File: config.mk
export PLATFORM = sky130hd
export DESIGN_NAME = siso_frame_receiver
export DESIGN_NICKNAME = d
export VERILOG_FILES = /design/src/rtl/siso_frame_receiver.sv
export SDC_FILE = /design/constraint.sdc
export NUM_CORES = 1
export LEC_CHECK = 0
export CAP_MARGIN = 40
export CORE_ASPECT_RATIO = 0.9
export CORE_MARGIN = 2
export CORE_UTILIZATION = 38
export DETAILED_ROUTE_END_ITERATION = 6
export HOLD_SLACK_MARGIN = 0.1
export PLACE_DENSITY = 0.57
export SLEW_MARGIN = 20
export SYNTH_ARGS = -nofsm -noshare
export SYNTH_HDL_FRONTEND = slang
export SYNTH_SLANG_ARGS = --single-unit
File: constraint.sdc
create_clock -name clk -period 2.1 [get_ports clk]
set_clock_uncertainty 0.05 [all_clocks]
set_input_delay 0.315 -clock clk [delete_from_list [all_inputs] [get_ports clk]]
set_output_delay 0.315 -clock clk [all_outputs]
set_load 0.005 [all_outputs]
File: src/rtl/siso_frame_receiver.sv
// rtl/siso_frame_receiver.sv - framed serial word receiver with one-deep valid/ready output buffer
module siso_frame_receiver #(
    parameter int WIDTH      = 4,
    parameter bit PARITY_ODD = 1'b0
) (
    input  logic             clk,
    input  logic             reset,
    input  logic             serial_in,
    input  logic             sample_en,
    output logic [WIDTH-1:0] data_out,
    output logic             data_perr,
    output logic             data_valid,
    input  logic             data_ready,
    output logic             frame_err,
    output logic             overrun
);

    localparam int CW = $clog2(WIDTH + 1);

    typedef enum logic [1:0] {
        IDLE   = 2'd0,
        DATA   = 2'd1,
        PARITY = 2'd2,
        STOP   = 2'd3
    } state_t;

    state_t           state_q, state_d;
    logic [CW-1:0]    bit_cnt_q, bit_cnt_d;
    logic [WIDTH-1:0] shift_q, shift_d;
    logic             perr_q, perr_d;
    logic [WIDTH-1:0] data_out_q, data_out_d;
    logic             data_perr_q, data_perr_d;
    logic             data_valid_q, data_valid_d;
    logic             frame_err_q, frame_err_d;
    logic             overrun_q, overrun_d;
    logic             word_done;

    always_comb begin
        state_d      = state_q;
        bit_cnt_d    = bit_cnt_q;
        shift_d      = shift_q;
        perr_d       = perr_q;
        data_out_d   = data_out_q;
        data_perr_d  = data_perr_q;
        data_valid_d = data_valid_q;
        frame_err_d  = 1'b0;
        overrun_d    = 1'b0;
        word_done    = 1'b0;

        if (data_valid_q && data_ready) begin
            data_valid_d = 1'b0;
        end

        if (sample_en) begin
            case (state_q)
                IDLE: begin
                    if (serial_in) begin
                        state_d   = DATA;
                        bit_cnt_d = '0;
                    end
                end
                DATA: begin
                    shift_d   = {shift_q[WIDTH-2:0], serial_in};
                    bit_cnt_d = bit_cnt_q + 1'b1;
                    if (bit_cnt_q == CW'(WIDTH - 1)) begin
                        state_d = PARITY;
                    end
                end
                PARITY: begin
                    perr_d  = (^shift_q) ^ serial_in ^ PARITY_ODD;
                    state_d = STOP;
                end
                STOP: begin
                    // A high stop bit is a framing error, never a fresh start bit
                    state_d = IDLE;
                    if (serial_in) begin
                        frame_err_d = 1'b1;
                    end else begin
                        word_done = 1'b1;
                    end
                end
                default: state_d = IDLE;
            endcase
        end

        // The buffer frees up in the same cycle it is drained, so a draining buffer can reload
        if (word_done) begin
            if (!data_valid_q || data_ready) begin
                data_out_d   = shift_q;
                data_perr_d  = perr_q;
                data_valid_d = 1'b1;
            end else begin
                overrun_d = 1'b1;
            end
        end
    end

    always_ff @(posedge clk or posedge reset) begin
        if (reset) begin
            state_q      <= IDLE;
            bit_cnt_q    <= '0;
            shift_q      <= '0;
            perr_q       <= 1'b0;
            data_out_q   <= '0;
            data_perr_q  <= 1'b0;
            data_valid_q <= 1'b0;
            frame_err_q  <= 1'b0;
            overrun_q    <= 1'b0;
        end else begin
            state_q      <= state_d;
            bit_cnt_q    <= bit_cnt_d;
            shift_q      <= shift_d;
            perr_q       <= perr_d;
            data_out_q   <= data_out_d;
            data_perr_q  <= data_perr_d;
            data_valid_q <= data_valid_d;
            frame_err_q  <= frame_err_d;
            overrun_q    <= overrun_d;
        end
    end

    assign data_out   = data_out_q;
    assign data_perr  = data_perr_q;
    assign data_valid = data_valid_q;
    assign frame_err  = frame_err_q;
    assign overrun    = overrun_q;

endmodule

==> results.yml <==
outcome:
  outcome: "finished clean"
layout:
  drive_above_1_share: 0.250
  n_antenna_cell: 0
  synthToLayoutAreaGrowth_pct: 23.1
  multiInputGateArea_um2: 388
  fillers: 211
  finish.net_count: 93
  regArea_um2: 450
setup_path:
  end_kind: "primary output"
  path_buf_inv: 1
  critPathLaunchType: "flip-flop"
  crit_slowest_cell: "clkdlybuf4s50_1"
  reg2reg_from: "bit_cnt_q[0]"
  path_delay_family: "buffers and inverters"
  critical_path_class: "flip-flop to primary output"
  worstPathArrival_ns: 1.17
  cp_max_fo: 2
  r2r_slack_ns: 0.57
  critical_path.startpoint: "data_out[0]"
  path_cells: "clkdlybuf4s50_1"
  cpPeakStageDelay_ns: 0.51
  r2r_end: "state_q[1]"
  r2r_cells: 5
  worstPathRequired_ns: 1.74
synthesis:
  synth_top_family_by_area: "multiplexers"
  syn_area_um2: 857
  synth_xor_area_frac: 0.0467
  ys_ff_latch: 18
  synth_compound_area_frac: 0.0350
  synth-simple-area-share: 0.112
  synth_nets: 75
  synth_cells: 63
  synth_cell_types: 18
  synthAdderAreaFrac: 0.102
  synthMuxAreaShare: 0.156
  ys_seq_area_frac: 0.526
  ys_warn_count: 0
  synth.avg_cell_area_um2: 13.6
timing:
  setup_viol: 0
  maxSlewViolCount: 0
  fin_crit_ns: 1.54
  rsz0062_at_grt: "no"
  finalHoldViolCount: 0
  worstMarginPinSlew_ns: 0.302
  period_share: 0.733
  fmax_ghz: 0.649
  slew-limit-headroom: 0.798
  tns_ns: 0
die:
  die_height_um: 49.1
  core_um2: 2160
  io_pins: 13
  initial_utilization: 0.396
  die_x_um: 54.1
  rows: 16
  die-area_um2: 2650
power:
  switchingPower_mw: 0.430
  ir_drop_mv: 0.524
  power_frac_seq: 0.432
  clock_power_share: 0.151
  power.total_mw: 1.40
  power_density_nw_per_um2: 1330
  p_sw_frac: 0.307
  power_frac_comb: 0.417
  leakagePower_nw: 0.520
  internal_power_mw: 0.972
routing:
  drtAntennaViolNets: 0
  dr.pass1.iters: 3
  drcViolationCount: 0
  wl_per_cell_um: 12.3
  vias_per_cell: 4.57
  vias: 489
  drt_wl_total_um: 1310
  drt_iter0_drc: 4
global_routing:
  grt_pass1_wl_um: 2280
  grt_overflow_total: 0
  grt_pass1_vias: 514
  antenna_found_initial: 0
  grt_max_degree: 19
  grt_util_all_layers: 0.125
placed_design:
  portBuffers: 12
  hpwlAfterDp_um: 1030
  gp_congestion: 0.746
cts:
  cts_made_buffers: 3
  cts_tree: "built"
  max-clock-path-buffers: 2
  cts_sinks: 18
  path_clk_slew_ns: 0.10
  clock_latency_ns: 0.29
  ctsHoldBuffers: 0
  root_buffer: "clkbuf_4"
  ctsResizeCount: 0
  h-tree-depth: 1
  cts_setup_buffers: 0
flow_run:
  maxCapViolations: 0
hold_path:
  min_path_type: "primary input to asynchronous set/reset pin"
==> cells in the mapped netlist <==
library cell / count / area [µm²]
xnor3_1: 1 / 22.5
xnor2_1: 2 / 17.5
o21ai_0: 1 / 5.00
and3_2: 1 / 7.51
o211ai_1: 1 / 7.51
nand2b_1: 3 / 18.8
a22o_1: 2 / 17.5
nand2_1: 4 / 15.0
nor2b_4: 1 / 13.8
nor2b_2: 1 / 8.76
dfrtp_1: 18 / 450
nand3_1: 1 / 5.00
ha_1: 7 / 87.6
nor2_1: 2 / 7.51
mux2i_1: 1 / 10.0
nand3b_4: 1 / 20.0
mux2_2: 11 / 124
inv_1: 5 / 18.8
==> metal layers <==
metal | GRT usage | vias up | wire length, µm
met4 | 0.0625 | 0 | 31
met5 | 0 | - | 0
met3 | 0.0368 | 4 | 60
met2 | 0.175 | 11 | 532
li1 | - | 250 | -
met1 | 0.174 | 224 | 689
==> metrics by stage <==
step | worst slack, ns | hold WS (ns) | cells | util | area [µm²]
after floorplan | 0.648 | 0.204 | 63 | - | 857
after global placement | 0.346 | 0.417 | 103 | 0.471 | 1020
after detailed placement | 0.320 | 0.421 | 103 | 0.471 | 1020
after CTS | 0.532 | 0.276 | 107 | 0.488 | 1050
after global routing | 0.482 | 0.321 | 107 | 0.488 | 1050
final | 0.560 | 0.273 | 107 | 0.488 | 1050
==> logic make-up (layout without fill, tap and decap cells) <==
group | count (synthesis) | in the layout
XOR/XNOR | 3 | 3
AND/OR/NAND/NOR | 14 | 14
flip-flops | 18 | 18
buffers and inverters | 5 | 22
adder cells (fa/ha/maj) | 7 | 7
multiplexers | 12 | 12
AO/OA/AOI/OAI | 4 | 4
==> power by group through the flow <==
stage / combinational (mW) / sequential, mW / clock (mW)
5_1_grt: 0.667 / 0.630 / 0.242
6_report: 0.585 / 0.605 / 0.212
4_1_cts: 0.597 / 0.609 / 0.223
3_3_place_gp: 0.585 / 0.610 / 0
3_5_place_dp: 0.595 / 0.615 / 0
2_1_floorplan: 0.417 / 0.588 / 0
==> cell type report <==
type | count | area share
Clock buffer | 4 | 0.0344
Inverter | 5 | 0.0178
Multi-Input combinational cell | 40 | 0.368
Sequential cell | 18 | 0.427
Tap cell | 27 | 0.0320
Timing Repair Buffer | 13 | 0.121
==> worst reg2reg max path: cells and delay by family, from the launching register on <==
family,cells,cell delay (ns)
adders and majority gates,2,0.37
muxes,1,0.35
and+or+nand+nor,2,0.26
DFF,1,0.40
==> flip-flops by register name, indices dropped and copies added (netlist names) <==
register	flops
perr_q	1
data_valid	1
shift_q	4
data_perr	1
overrun	1
state_q	2
frame_err	1
bit_cnt_q	3
data_out	4
==> placed cells by master (no fill, tap or decap), types with 2 or more instances in the layout <==
cell type        instances
clkdlybuf4s50_1         12
xnor2_1                  2
clkbuf_4                 3
a22o_1                   2
dfrtp_1                 18
nand2_1                  4
mux2_2                  11
inv_1                    5
nor2_1                   2
nand2b_1                 3
ha_1                     7
==> worst max-delay path by stage <==
stage	end	slack (ns)	depth (start not counted)
global placement	data_out[2]	0.35	4
finish	data_out[0]	0.56	1
floorplan	state_q[1]	0.65	5
global route	state_q[1]	0.48	5
CTS	data_out[0]	0.53	1
detailed placement	data_out[2]	0.32	4
No activity file was read; power rests on OpenSTA's default activity.
